[src/rtl/alu2_pkg.sv]
// Shared types for the digit-serial ALU: one-hot op encoding and sequencer states.
package alu2_pkg;

  localparam int OP_ADD = 0;
  localparam int OP_SUB = 1;
  localparam int OP_ROL = 2;
  localparam int OP_AND = 3;
  localparam int OP_ORR = 4;
  localparam int OP_EOR = 5;
  localparam int OP_W   = 6;

  typedef logic [OP_W-1:0] op_t;

  typedef enum logic [1:0] {
    IDLE,
    RUN,
    DONE
  } state_t;

  localparam op_t OP_ADD_1H = op_t'(1 << OP_ADD);

  function automatic logic is_onehot(input op_t op);
    return (op != '0) && ((op & (op - op_t'(1))) == '0);
  endfunction

endpackage

[src/rtl/alu2.sv]
// Combinational 2-bit ALU slice; one-hot op, carry in/out for the arithmetic ops.
module alu2
  import alu2_pkg::*;
(
  input  op_t        op_i,
  input  logic [1:0] a_i,
  input  logic [1:0] b_i,
  input  logic       c_i,
  output logic [1:0] r_o,
  output logic       c_o
);

  always_comb begin
    // NOTE: every output gets a default first so no path can infer a latch.
    r_o = 2'b00;
    c_o = 1'b0;
    if (op_i[OP_ADD]) begin
      {c_o, r_o} = {1'b0, a_i} + {1'b0, b_i} + {2'b00, c_i};
    end else if (op_i[OP_SUB]) begin
      {c_o, r_o} = {1'b0, a_i} + {1'b0, ~b_i} + {2'b00, c_i};
    end else if (op_i[OP_ROL]) begin
      r_o = {a_i[0], c_i};
      c_o = a_i[1];
    end else if (op_i[OP_AND]) begin
      r_o = a_i & b_i;
    end else if (op_i[OP_ORR]) begin
      r_o = a_i | b_i;
    end else if (op_i[OP_EOR]) begin
      r_o = a_i ^ b_i;
    end
  end

endmodule

[src/rtl/alu2_sequencer.sv]
// Runs a WIDTH-bit ALU op over one shared 2-bit slice, LSB digit first, with a
// valid/ready request port and a valid/ready result port.
module alu2_sequencer
  import alu2_pkg::*;
#(
  parameter int WIDTH = 16
) (
  input  logic             rx_clk,
  input  logic             rx_reset,
  input  logic             rx_valid,
  output logic             tx_ready,
  input  logic [5:0]       rx_what_op,
  input  logic             rx_carryflag,
  input  logic [WIDTH-1:0] rx_operand0,
  input  logic [WIDTH-1:0] rx_operand1,
  output logic             tx_valid,
  input  logic             rx_ready,
  output logic [WIDTH-1:0] tx_result,
  output logic             tx_carryflag,
  output logic             tx_zeroflag,
  output logic             tx_signflag,
  output logic             tx_opfault
);

  localparam int DIGITS = WIDTH / 2;
  localparam int CNT_W  = $clog2(DIGITS);
  localparam logic [CNT_W-1:0] CNT_LAST = CNT_W'(DIGITS - 1);

  if ((WIDTH % 2) != 0 || WIDTH < 4) begin : g_bad_width
    $error("alu2_sequencer: WIDTH must be even and >= 4");
  end

  state_t           state_q, state_d;
  logic [CNT_W-1:0] cnt_q, cnt_d;
  op_t              op_q, op_d;
  logic             fault_q, fault_d;
  logic [WIDTH-1:0] a_q, a_d, b_q, b_d, res_q, res_d;
  logic             c_q, c_d, zero_q, zero_d;
  logic [WIDTH-1:0] result_q, result_d;
  logic             carry_q, carry_d, zflag_q, zflag_d;
  logic             sflag_q, sflag_d, opfault_q, opfault_d;

  logic       accept, last_digit, logical_op;
  op_t        slice_op;
  logic [1:0] slice_b, slice_r, dig_r;
  logic       slice_c, dig_c;

  assign accept     = (state_q == IDLE) && rx_valid;
  assign last_digit = (state_q == RUN) && (cnt_q == CNT_LAST);
  assign logical_op = op_q[OP_AND] | op_q[OP_ORR] | op_q[OP_EOR];

  always_ff @(posedge rx_clk or posedge rx_reset) begin
    if (rx_reset) state_q <= IDLE;
    // NOTE: sequential state uses non-blocking assignment so every register
    // samples its pre-edge value regardless of statement order.
    else          state_q <= state_d;
  end

  always_comb begin
    state_d  = state_q;
    tx_ready = 1'b0;
    tx_valid = 1'b0;
    unique case (state_q)
      IDLE: begin
        tx_ready = 1'b1;
        if (rx_valid) state_d = RUN;
      end
      RUN: begin
        if (cnt_q == CNT_LAST) state_d = DONE;
      end
      DONE: begin
        tx_valid = 1'b1;
        if (rx_ready) state_d = IDLE;
      end
      default: state_d = IDLE;
    endcase
  end

  // Arithmetic and ROL run the slice as ADD (ROL's digit is built locally below);
  // outside RUN or on a bad opcode the slice still sees a legal one-hot ADD.
  always_comb begin
    slice_op = OP_ADD_1H;
    slice_b  = b_q[1:0];
    if (state_q == RUN && !fault_q) begin
      if (logical_op && !(op_q[OP_ADD] | op_q[OP_SUB] | op_q[OP_ROL])) slice_op = op_q;
      if (op_q[OP_SUB]) slice_b = ~b_q[1:0];
    end
  end

  alu2 u_alu2 (
    .op_i (slice_op),
    .a_i  (a_q[1:0]),
    .b_i  (slice_b),
    .c_i  (c_q),
    .r_o  (slice_r),
    .c_o  (slice_c)
  );

  always_comb begin
    dig_r = slice_r;
    dig_c = slice_c;
    if (fault_q) begin
      dig_r = 2'b00;
      dig_c = 1'b0;
    end else if (op_q[OP_ROL]) begin
      dig_r = {a_q[0], c_q};
      dig_c = a_q[1];
    end else if (logical_op) begin
      dig_c = 1'b0;
    end
  end

  always_comb begin
    cnt_d     = cnt_q;
    op_d      = op_q;
    fault_d   = fault_q;
    a_d       = a_q;
    b_d       = b_q;
    res_d     = res_q;
    c_d       = c_q;
    zero_d    = zero_q;
    result_d  = result_q;
    carry_d   = carry_q;
    zflag_d   = zflag_q;
    sflag_d   = sflag_q;
    opfault_d = opfault_q;
    if (accept) begin
      cnt_d   = '0;
      op_d    = rx_what_op;
      fault_d = !is_onehot(rx_what_op);
      a_d     = rx_operand0;
      b_d     = rx_operand1;
      res_d   = '0;
      c_d     = rx_carryflag;
      zero_d  = 1'b1;
    end else if (state_q == RUN) begin
      a_d    = a_q >> 2;
      b_d    = b_q >> 2;
      res_d  = {dig_r, res_q[WIDTH-1:2]};
      c_d    = dig_c;
      zero_d = zero_q & (dig_r == 2'b00);
      if (!last_digit) cnt_d = cnt_q + CNT_W'(1);
      if (last_digit) begin
        result_d  = {dig_r, res_q[WIDTH-1:2]};
        carry_d   = dig_c;
        zflag_d   = zero_q & (dig_r == 2'b00);
        sflag_d   = dig_r[1];
        opfault_d = fault_q;
      end
    end
  end

  always_ff @(posedge rx_clk or posedge rx_reset) begin
    if (rx_reset) begin
      cnt_q     <= '0;
      op_q      <= OP_ADD_1H;
      fault_q   <= 1'b0;
      a_q       <= '0;
      b_q       <= '0;
      res_q     <= '0;
      c_q       <= 1'b0;
      zero_q    <= 1'b0;
      result_q  <= '0;
      carry_q   <= 1'b0;
      zflag_q   <= 1'b0;
      sflag_q   <= 1'b0;
      opfault_q <= 1'b0;
    end else begin
      cnt_q     <= cnt_d;
      op_q      <= op_d;
      fault_q   <= fault_d;
      a_q       <= a_d;
      b_q       <= b_d;
      res_q     <= res_d;
      c_q       <= c_d;
      zero_q    <= zero_d;
      result_q  <= result_d;
      carry_q   <= carry_d;
      zflag_q   <= zflag_d;
      sflag_q   <= sflag_d;
      opfault_q <= opfault_d;
    end
  end

  assign tx_result    = result_q;
  assign tx_carryflag = carry_q;
  assign tx_zeroflag  = zflag_q;
  assign tx_signflag  = sflag_q;
  assign tx_opfault   = opfault_q;

endmodule

[config.mk]
export PLATFORM = sky130hd
export DESIGN_NAME = alu2_sequencer
export DESIGN_NICKNAME = d
export VERILOG_FILES = /design/src/rtl/alu2_pkg.sv /design/src/rtl/alu2.sv /design/src/rtl/alu2_sequencer.sv
export SDC_FILE = /design/constraint.sdc
export NUM_CORES = 1
export LEC_CHECK = 0
export CAP_MARGIN = 15
export CORE_MARGIN = 5
export CORE_UTILIZATION = 58
export CTS_BUF_LIST = sky130_fd_sc_hd__clkbuf_2 sky130_fd_sc_hd__clkbuf_4 sky130_fd_sc_hd__clkbuf_8
export CTS_CLUSTER_DIAMETER = 150
export DETAILED_ROUTE_END_ITERATION = 8
export PLACE_DENSITY = 0.87
export SLEW_MARGIN = 10
export SYNTH_ARGS = -nofsm -noshare
export SYNTH_HDL_FRONTEND = slang
export SYNTH_SLANG_ARGS = --single-unit
export TNS_END_PERCENT = 5
[constraint.sdc]
create_clock -name rx_clk -period 6.31 [get_ports rx_clk]
set_clock_uncertainty 0.1 [all_clocks]
set_input_delay 1.262 -clock rx_clk [delete_from_list [all_inputs] [get_ports rx_clk]]
set_output_delay 1.262 -clock rx_clk [all_outputs]
set_load 0.01 [all_outputs]
==> results by group, run 1 <==
Outcome
  – Status: complete, no violations

Final layout
  – Fin nets: 453
  – Post-Layout Cell Count: 483
  – Syn-to-layout area delta: 24.22%
  – Layout cell share with drive strength beyond 1: 0.1127
  – Fin util: 0.7371
  – ANT cells: 0

Power
  – Power share of the clock group: 0.167
  – Combinational share of power: 0.412
  – Pleak: 2.086 nW
  – Sw frac: 0.3889
  – Peak VDD IR: 0.4583 mV
  – Pwr dens: 476.8 nW/µm²
  – Power Internal: 1.272 mW
  – Seq pwr share: 0.421
  – Net load switching power: 0.8092 mW

Floorplan
  – Die Area: 7714 µm²
  – Die W: 87.83 µm
  – Initial cell density of the core: 0.5934
  – Core area: 5921 µm²
  – Chip height: 87.83 µm
  – Rows: 28
  – I/O pin cnt: 65

GRT
  – Gr usage total: 0.2204
  – Largest net degree at the start of global routing: 80
  – Grt ovf: 0
  – Initial antenna violation count: 0
  – Vias in the first global route: 2748
  – First-pass GRT wire length: 12990 µm

Detailed routing
  – Routed wire per std cell: 16.13 µm
  – Drt first-iter violations: 192
  – Drt total wl: 7791 µm
  – Drt via density: 5.671
  – DR DRC count: 0
  – Total number of vias: 2739
  – TritonRoute pass-1 iters: 5
  – Antenna viol nets, final: 0

Logic synthesis
  – Post-Synthesis Cells: 347
  – Mapped Avg Cell Area: 10.12 µm²
  – Synth top area share: 0.5556
  – Yosys reg bits: 79
  – Leading area contributor after synthesis: dfrtp_1
  – Syn Nets: 397
  – Ranking of synthesized cells by area: dfrtp_1 (56%), nand2_1 (11%), a22oi_1 (5.6%)
  – Yosys warning total: 0
  – Synth unique cells: 41
  – Sequential fraction of the synthesis area: 0.5630
  – Synthesized area: 3513 µm²

STA
  – Final Slew Violations: 0
  – Final Setup Violations: 0
  – Final hold vios: 0
  – Total Neg Setup Slack: 0 ns
  – Final period util: 0.4923
  – Slew margin rel.: 0.2999
  – Fmax: 321.9 MHz
  – Tmin final: 3.106 ns
  – Hold slack final: 0.3773 ns
  – Worst Tran Pin Value: 1.048 ns
  – Fin worst setup slack: 3.204 ns
  – RSZ-0062 raised after global routing: false

Placement
  – Dpl hpwl: 5295 µm
  – Placer Congestion: 0.8622
  – Buffers on Ports: 64
  – Placed cells: 467
  – Place WS: 2.868 ns

Clock tree
  – Cts repair resizes: 0
  – CTS tree: built
  – CTS Buf Count: 9
  – Worst skew pair latency: 0.35 ns
  – CTS clk-pin slew, worst paths: 0.08 ns
  – Sink Count: 79
  – H-tree depth: 3
  – CTS Hold Bufs: 0
  – Root Driver: clkbuf_8
  – Setup repair bufs after CTS: 0
  – Clock Tree Buf Depth: 2

Setup path
  – CP peak stage delay: 0.85 ns
  – WP data required: 6.49 ns
  – Setup CP Type: input port to register
  – Critical path data arrival time: 3.29 ns
  – CP top delay family: simple AND/OR/NAND/NOR gates
  – Slowest CP cell: nor2_2
  – Worst-path cell chain: clkdlybuf4s50_1 -> and3_1 -> buf_4 -> nor2_2 -> nand2_1 -> nand2_1
  – CP most frequent cell: nand2_1
  – CP max FO: 50
  – Worst setup SP type: input port
  – Nature of the critical path endpoint: register
  – CP bufs+invs: 2

Job
  – Max cap viols: 0

Worst hold path
  – Hold crit path type: register to register
-- state kept, by name (all words and copies together) (netlist names) --
name and count:
res_q 14, fault_q 1, tx_opfault 1, b_q 16, op_q 6, tx_zeroflag 1
cnt_q 3, tx_carryflag 1, c_q 1, a_q 16, tx_result 16, zero_q 1
state_q 2
-- power by group through the flow --
| stage | clock (mW) | combinational (mW) | sequential, mW |
|---|---|---|---|
| detailed placement | 0 | 0.856 | 0.880 |
| finish | 0.347 | 0.858 | 0.876 |
| CTS | 0.353 | 0.860 | 0.873 |
| floorplan | 0 | 0.577 | 0.860 |
| global route | 0.371 | 0.970 | 0.902 |
| global placement | 0 | 0.805 | 0.869 |
-- cell type report --
cell class,instances,area [µm²]
Clock buffer,13,166.4
Clock inverter,3,17.52
Timing Repair Buffer,66,655.6
Sequential cell,79,1978
Fill cell,409,1556
Multi-Input combinational cell,235,1406
Inverter,12,46.29
Tap cell,75,93.84
-- metrics by stage --
stage,cell area [µm²],total power [mW]
2_1_floorplan,3513,1.436
4_1_cts,4364,2.087
3_5_place_dp,4180,1.736
5_1_grt,4364,2.243
6_report,4364,2.081
3_3_place_gp,4180,1.674
-- path summary, 6_finish.rpt --
kind | startpoint | to | slack, ns | cells past startpoint
min in group asynchronous | rx_reset | tx_result[13]$_DFFE_PP0P_ | 1.42 | 3
max in group asynchronous | rx_reset | b_q[12]$_DFFE_PP0P_ | 4.07 | 3
min | op_q[0]$_DFFE_PP1P_ | op_q[0]$_DFFE_PP1P_ | 0.38 | 2
max | rx_valid | a_q[8]$_DFFE_PP0P_ | 3.20 | 6
max reg2reg | state_q[0]$_DFFE_PP0P_ | tx_opfault$_DFFE_PP0P_ | 3.34 | 4
min reg2reg | op_q[0]$_DFFE_PP1P_ | op_q[0]$_DFFE_PP1P_ | 0.38 | 2
-- synthesized netlist by cell type --
cell type,count
nor2_2,1
a22oi_1,26
ha_1,5
a221o_1,2
and3_1,3
a22o_1,2
a21oi_1,5
inv_1,12
o21ai_1,1
nor2_1,10
o31ai_1,2
clkbuf_2,1
dfstp_2,1
o21a_1,1
a32o_1,1
dfrtp_1,78
buf_4,1
o221a_2,1
nand2b_1,2
o21ai_0,14
a31o_1,1
a2111oi_0,1
or3_1,2
buf_1,3
o221ai_2,1
nand3_1,15
o22ai_1,1
nor3_1,3
fa_1,2
xor2_4,1
a31o_2,2
and4bb_4,1
clkbuf_1,10
nor4_2,1
xor2_1,2
nand2_1,106
nand3b_1,1
buf_2,6
mux2_2,17
xnor2_1,1
nor4_1,1
-- cell families (layout without fill, tap and decap cells) --
logic type,count (synthesis),after routing,synth area share
AOI/OAI and AO/OA,61,61,0.1232
xor gates and xnor gates,4,4,0.01532
adders and majority gates,7,7,0.02920
buffers and inverters,33,94,0.03882
DFF,79,79,0.5630
muxes,17,17,0.05449
and+or+nand+nor,146,146,0.1759
-- placed cells by master (no fill, tap or decap), types with 2 or more instances in the layout --
cell             netlist  routed
nand2_1              106     106
dfrtp_1               78      78
clkdlybuf4s50_1        0      64
a22oi_1               26      26
mux2_2                17      17
nand3_1               15      15
o21ai_0               14      14
inv_1                 12      11
clkbuf_8               0      11
nor2_1                10       9
a21oi_1                5       5
ha_1                   5       5
and3_1                 3       3
nor3_1                 3       3
clkinv_2               0       3
nand2b_1               2       2
or3_1                  2       2
a31o_2                 2       2
xor2_1                 2       2
o31ai_1                2       2
a22o_1                 2       2
a221o_1                2       2
fa_1                   2       2
clkbuf_4               0       2
buf_4                  1       2
-- worst min-delay path, stage by stage (launching register included) --
cell,delay (ns)
dfstp_2,0.38
nand2_1,0.05
nand2_1,0.05
-- metal layers --
metal  part of all wire  track usage
met5                  0            0
met4              0.018      0.08368
met3              0.066      0.05174
met2               0.50       0.3459
met1               0.42       0.3004
No activity file was read; power rests on OpenSTA's default activity.
==> run 2: changes to the inputs <==
--- a/config.mk
+++ b/config.mk
@@ -7,11 +7,11 @@
 export LEC_CHECK = 0
 export CAP_MARGIN = 15
 export CORE_MARGIN = 5
-export CORE_UTILIZATION = 58
+export CORE_UTILIZATION = 54
 export CTS_BUF_LIST = sky130_fd_sc_hd__clkbuf_2 sky130_fd_sc_hd__clkbuf_4 sky130_fd_sc_hd__clkbuf_8
 export CTS_CLUSTER_DIAMETER = 150
 export DETAILED_ROUTE_END_ITERATION = 8
-export PLACE_DENSITY = 0.87
+export PLACE_DENSITY = 0.82
 export SLEW_MARGIN = 10
 export SYNTH_ARGS = -nofsm -noshare
 export SYNTH_HDL_FRONTEND = slang
==> constraint.sdc (replaced) <==
create_clock -name rx_clk -period 2.9 [get_ports rx_clk]
set_clock_uncertainty 0.1 [all_clocks]
set_input_delay 0.58 -clock rx_clk [delete_from_list [all_inputs] [get_ports rx_clk]]
set_output_delay 0.58 -clock rx_clk [all_outputs]
set_load 0.01 [all_outputs]
==> run 2 against run 1 <==
  * Flip-flop and latch count unchanged
  * Clock power rose to 2.7 times the previous value
  * Sequential power up 120%
  * Wire length up 0.87%
  * Total power up 130%
  * Non-clock buffer count up 5
  * Cell area up 2.2%
  * Critical path depth up 4
  * Largest cell class unchanged
  * Largest power group unchanged
  * Highest routed layer unchanged
==> results by group, run 2 (synthesis results as in run 1) <==
GRT
  – Initial antenna violation count: 0 (unchanged)
  – First-pass GRT wire length: 13440 µm (+3.5%)
  – Largest net degree at the start of global routing: 50 (-38%)
  – Grt ovf: 0 (unchanged)
  – Gr usage total: 0.2019 (-0.01847)
  – Vias in the first global route: 2748 (unchanged)

Final layout
  – Most frequent cells in the layout: nand2_1 (106), dfrtp_1 (78), clkdlybuf4s50_1 (64), a22oi_1 (26), mux2_2 (17)
  – Syn-to-layout area delta: 26.92%
  – ANT cells: 0 (unchanged)
  – Post-Layout Cell Count: 490 (+1.4%)
  – Register area: 1978 µm² (unchanged)
  – Area of the multi-input gates: 1406 µm² (unchanged)
  – Fin nets: 458 (+1.1%)
  – Filler instances: 460 (+12%)
  – Layout cell share with drive strength beyond 1: 0.1235 (+0.01074)
  – Commonest non-fill, non-tap cell in the layout: nand2_1

Clock tree
  – Worst skew pair latency: 0.36 ns (about the same)
  – Clock Tree Buf Depth: 2 (unchanged)
  – Setup repair bufs after CTS: 0 (unchanged)
  – Sink Count: 79 (unchanged)
  – Cts repair resizes: 0 (unchanged)
  – CTS clk-pin slew, worst paths: 0.08 ns (about the same)
  – Root Driver: clkbuf_8
  – CTS Buf Count: 9 (unchanged)
  – CTS Hold Bufs: 0 (unchanged)
  – H-tree depth: 3 (unchanged)
  – CTS tree: built

Detailed routing
  – Drt first-iter violations: 224 (+17%)
  – Antenna viol nets, final: 0 (unchanged)
  – Total number of vias: 2761 (+0.80%)
  – Drt via density: 5.635 (-0.64%)
  – Routed wire per std cell: 16.04 µm (-0.57%)
  – Drt total wl: 7859 µm (+0.87%)
  – TritonRoute pass-1 iters: 6 (+1)
  – DR DRC count: 0 (unchanged)

STA
  – Fmax: 367.3 MHz
  – Final period util: 0.9389
  – RSZ-0062 raised after global routing: false
  – Total Neg Setup Slack: 0 ns (unchanged)
  – Final Slew Violations: 0 (unchanged)
  – Tmin final: 2.723 ns
  – Final hold vios: 0 (unchanged)
  – Slew margin rel.: 0.3247 (+0.02483)
  – Final Setup Violations: 0 (unchanged)
  – Worst Tran Pin Value: 1.012 ns (-0.03584 ns)

Setup path
  – Worst setup SP type: register
  – WP data required: 3.10 ns (-3.39 ns)
  – Nature of the critical path endpoint: register
  – CP peak stage delay: 0.45 ns (-0.40 ns)
  – Setup CP Type: register to register
  – Worst-path cell chain: and4bb_4 -> xor2_4 -> inv_1 -> fa_1 -> inv_1 -> fa_1 -> nand2_1 -> o22ai_1 -> nor2_1 -> a32o_1
  – Critical path data arrival time: 2.92 ns (-0.37 ns)
  – Slowest CP cell: dfrtp_1
  – CP max FO: 5 (-90%)

Floorplan
  – Chip height: 90.66 µm (+3.2%)
  – I/O pin cnt: 65 (unchanged)
  – Die W: 90.66 µm (+3.2%)
  – Rows: 29 (+3.6%)
  – Initial cell density of the core: 0.5533 (-0.04011)
  – Core area: 6350 µm² (+7.2%)
  – Die Area: 8219 µm² (+6.5%)

Placement
  – Placed cells: 474 (+1.5%)
  – Buffers on Ports: 64 (unchanged)
  – Placer Congestion: 0.8621 (about the same)
  – Dpl hpwl: 5320 µm (+0.48%)

Power
  – Peak VDD IR: 0.6495 mV (+42%)
  – Pwr dens: 1054 nW/µm² (+120%)
  – Pleak: 2.130 nW (+2.1%)

Worst hold path
  – Hold crit path type: register to register

Outcome
  – Status: complete, no violations

Job
  – Max cap viols: 0 (unchanged)
-- run 2: changes by cell type in the layout (fill, tap and decap cells not counted), sizes merged --
cell / delta
buf: +5
bufinv: +2
clkbuf: -2
-- run 2: area by class of cell --
type,instances,area share
Timing Repair Buffer,71,0.1582
Multi-Input combinational cell,235,0.3154
Sequential cell,79,0.4436
Inverter,12,0.01038
Clock inverter,5,0.01824
Clock buffer,11,0.03255
Tap cell,77,0.02160
-- run 2: power breakdown --
part | internal (mW) | switching, mW
sequential | 1.57 | 0.329
clock | 0.518 | 0.403
combinational | 0.851 | 1.03
total | 2.94 | 1.76
-- run 2: layer usage --
layer  track usage  routed length (µm)  up-vias
met2        0.3142                3933       71
li1              -                   -     1297
met1        0.2739                3406     1383
met3       0.04917                 377       10
met4       0.07568                 141        0
met5             0                   0        -
-- run 2: final timing paths --
check / start / endpoint / slack, ns / depth (start not counted)
worst max-delay path: state_q[1]$_DFFE_PP0P_ / tx_zeroflag$_DFFE_PP0P_ / 0.18 / 10
worst min-delay path: op_q[0]$_DFFE_PP1P_ / op_q[0]$_DFFE_PP1P_ / 0.37 / 2
worst max register to register: state_q[1]$_DFFE_PP0P_ / tx_zeroflag$_DFFE_PP0P_ / 0.18 / 10
worst min register to register: op_q[0]$_DFFE_PP1P_ / op_q[0]$_DFFE_PP1P_ / 0.37 / 2
max in group asynchronous: rx_reset / op_q[0]$_DFFE_PP1P_ / 1.58 / 3
min in group asynchronous: rx_reset / tx_result[13]$_DFFE_PP0P_ / 0.48 / 2
-- run 2: worst max-delay path, delay by kind of cell, from the launching register on --
kind	cells	cell delay, ns
adder cells (fa/ha/maj)	2	0.77
AND/OR/NAND/NOR	3	0.71
flip-flops	1	0.45
AO/OA/AOI/OAI	2	0.29
XOR/XNOR	1	0.19
buffers and inverters	2	0.16
-- run 2: metrics by stage --
| step | cell area [µm²] | power (mW) | setup WS, ns | utilization | hold slack, ns |
|---|---|---|---|---|---|
| detailed placement | 4233 | 3.786 | 0.2217 | 0.6666 | 0.3639 |
| global route | 4459 | 5.050 | 0.04645 | 0.7023 | 0.3925 |
| CTS | 4459 | 4.734 | 0.1775 | 0.7023 | 0.3757 |
| floorplan | 3513 | 3.125 | 0.1983 | - | 0.3442 |
| global placement | 4233 | 3.688 | 0.3430 | 0.6666 | 0.3581 |
| finish | 4459 | 4.699 | 0.1772 | 0.7023 | 0.3739 |
==> run 3: changes to the inputs <==
--- a/config.mk
+++ b/config.mk
@@ -11,6 +11,7 @@
 export CTS_BUF_LIST = sky130_fd_sc_hd__clkbuf_2 sky130_fd_sc_hd__clkbuf_4 sky130_fd_sc_hd__clkbuf_8
 export CTS_CLUSTER_DIAMETER = 150
 export DETAILED_ROUTE_END_ITERATION = 8
+export MAX_ROUTING_LAYER = met4
 export PLACE_DENSITY = 0.82
 export SLEW_MARGIN = 10
 export SYNTH_ARGS = -nofsm -noshare
==> run 3 against run 2 <==
  * Core utilization stayed put
  * Sequential power hardly changed
  * Sequential share of layout area stayed put
  * Combinational power hardly changed
  * Register-to-register slack hardly changed
  * Highest routed layer unchanged
  * Wire length hardly changed
  * Fmax is 0.34% higher
  * Largest cell class unchanged
  * First-iteration DRC count is 7.1% higher
  * Cell area stayed put
  * Non-clock buffer count stayed put
==> results by group, run 3 (synthesis results as in run 1) <==
Floorplan
  – Chip height: 90.66 µm (unchanged)
  – I/O pin cnt: 65 (unchanged)
  – Initial cell density of the core: 0.5533 (unchanged)
  – Die Area: 8219 µm² (unchanged)
  – Core area: 6350 µm² (unchanged)
  – Die W: 90.66 µm (unchanged)
  – Rows: 29 (unchanged)

STA
  – Final hold vios: 0 (unchanged)
  – Tmin final: 2.713 ns (-0.009334 ns)
  – Total Neg Setup Slack: 0 ns (unchanged)
  – Fin worst setup slack: 0.1865 ns (+0.009334 ns)
  – Hold slack final: 0.3749 ns (+0.001022 ns)
  – Final period util: 0.9357 (-0.003219)
  – RSZ-0062 raised after global routing: false
  – Worst Tran Pin Value: 1.013 ns (+0.001303 ns)
  – Final Slew Violations: 0 (unchanged)
  – Final Setup Violations: 0 (unchanged)
  – Fmax: 368.5 MHz (+0.34%)
  – Slew margin rel.: 0.3239 (-0.0008700)

Final layout
  – Filler instances: 460 (unchanged)
  – Commonest non-fill, non-tap cell in the layout: nand2_1
  – Fin nets: 458 (unchanged)
  – ANT cells: 0 (unchanged)
  – Syn-to-layout area delta: 26.92% (unchanged)
  – Layout cell share with drive strength beyond 1: 0.1235 (unchanged)
  – Most frequent cells in the layout: nand2_1 (106), dfrtp_1 (78), clkdlybuf4s50_1 (64), a22oi_1 (26), mux2_2 (17)
  – Fin util: 0.7023 (unchanged)

Power
  – Pwr dens: 1053 nW/µm² (about the same)
  – Peak VDD IR: 0.6536 mV (+0.64%)
  – Pleak: 2.130 nW (unchanged)

Setup path
  – Setup CP Type: register to register
  – WP data required: 3.10 ns (about the same)
  – Nature of the critical path endpoint: register
  – Critical path data arrival time: 2.91 ns (about the same)
  – Worst setup SP type: register
  – CP max FO: 5 (unchanged)

Detailed routing
  – TritonRoute pass-1 iters: 4 (-2)
  – Drt first-iter violations: 240 (+7.1%)
  – Drt total wl: 7853 µm (about the same)
  – Antenna viol nets, final: 0 (unchanged)
  – Total number of vias: 2758 (-0.11%)
  – Routed wire per std cell: 16.03 µm (about the same)
  – Drt via density: 5.629 (-0.11%)
  – DR DRC count: 0 (unchanged)

Clock tree
  – CTS clk-pin slew, worst paths: 0.08 ns (about the same)
  – CTS Buf Count: 9 (unchanged)
  – CTS tree: built
  – Setup repair bufs after CTS: 0 (unchanged)
  – Cts repair resizes: 0 (unchanged)
  – H-tree depth: 3 (unchanged)
  – Sink Count: 79 (unchanged)
  – CTS Hold Bufs: 0 (unchanged)
  – Worst skew pair latency: 0.36 ns (about the same)
  – Clock Tree Buf Depth: 2 (unchanged)
  – Root Driver: clkbuf_8

Placement
  – Dpl hpwl: 5320 µm (unchanged)
  – Place WS: 0.2217 ns (unchanged)
  – Buffers on Ports: 64 (unchanged)
  – Placer Congestion: 0.8760 (+1.6%)

GRT
  – Gr usage total: 0.2080 (+0.006116)
  – Grt ovf: 0 (unchanged)
  – First-pass GRT wire length: 13430 µm (-0.10%)
  – Initial antenna violation count: 0 (unchanged)
  – Largest net degree at the start of global routing: 50 (unchanged)
  – Vias in the first global route: 2748 (unchanged)

Outcome
  – Status: complete, no violations

Worst hold path
  – Hold crit path type: register to register

Job
  – Max cap viols: 0 (unchanged)
## run 3: power by group
group,total (mW),switching [mW],internal (mW)
clock,0.923,0.405,0.518
combinational,1.88,1.03,0.851
sequential,1.89,0.328,1.57
## run 3: layout make-up
type | instances | area [µm²] | share of cell area
tap | 77 | 96.34 | 0.02160
clock inverter | 5 | 81.33 | 0.01824
sequential | 79 | 1978 | 0.4436
timing repair buffer | 71 | 705.7 | 0.1582
clock buffer | 11 | 145.1 | 0.03255
inverter | 12 | 46.29 | 0.01038
multi-input combinational | 235 | 1406 | 0.3154
## run 3: routing by layer
| metal | GRT usage | vias up | part of all wire |
|---|---|---|---|
| met5 | - | - | 0 |
| li1 | - | 1297 | - |
| met4 | 0.07196 | 0 | 0.016 |
| met3 | 0.05083 | 12 | 0.050 |
| met1 | 0.2750 | 1370 | 0.44 |
| met2 | 0.3148 | 79 | 0.50 |
## run 3: path summary, 6_finish.rpt
check | from | end | slack, ns | depth (start not counted)
worst min register to register | op_q[0]$_DFFE_PP1P_ | op_q[0]$_DFFE_PP1P_ | 0.37 | 2
min in group asynchronous | rx_reset | tx_result[13]$_DFFE_PP0P_ | 0.48 | 2
worst max register to register | state_q[1]$_DFFE_PP0P_ | tx_zeroflag$_DFFE_PP0P_ | 0.19 | 10
worst max-delay path | state_q[1]$_DFFE_PP0P_ | tx_zeroflag$_DFFE_PP0P_ | 0.19 | 10
worst min-delay path | op_q[0]$_DFFE_PP1P_ | op_q[0]$_DFFE_PP1P_ | 0.37 | 2
max in group asynchronous | rx_reset | op_q[0]$_DFFE_PP1P_ | 1.58 | 3
## run 3: worst max-delay path, stage by stage (launching register included)
cell and delay, ns:
dfrtp_1 0.45, and4bb_4 0.41, xor2_4 0.19, inv_1 0.07, fa_1 0.36, inv_1 0.08, fa_1 0.41, nand2_1 0.07
o22ai_1 0.07, nor2_1 0.23, a32o_1 0.22
## run 3: through the flow
step	cells	power [mW]	cell area, µm²
after floorplan	347	3.125	3513
after global placement	474	3.688	4233
after detailed placement	474	3.786	4233
after CTS	490	4.734	4459
after global routing	490	5.053	4459
final	490	4.696	4459
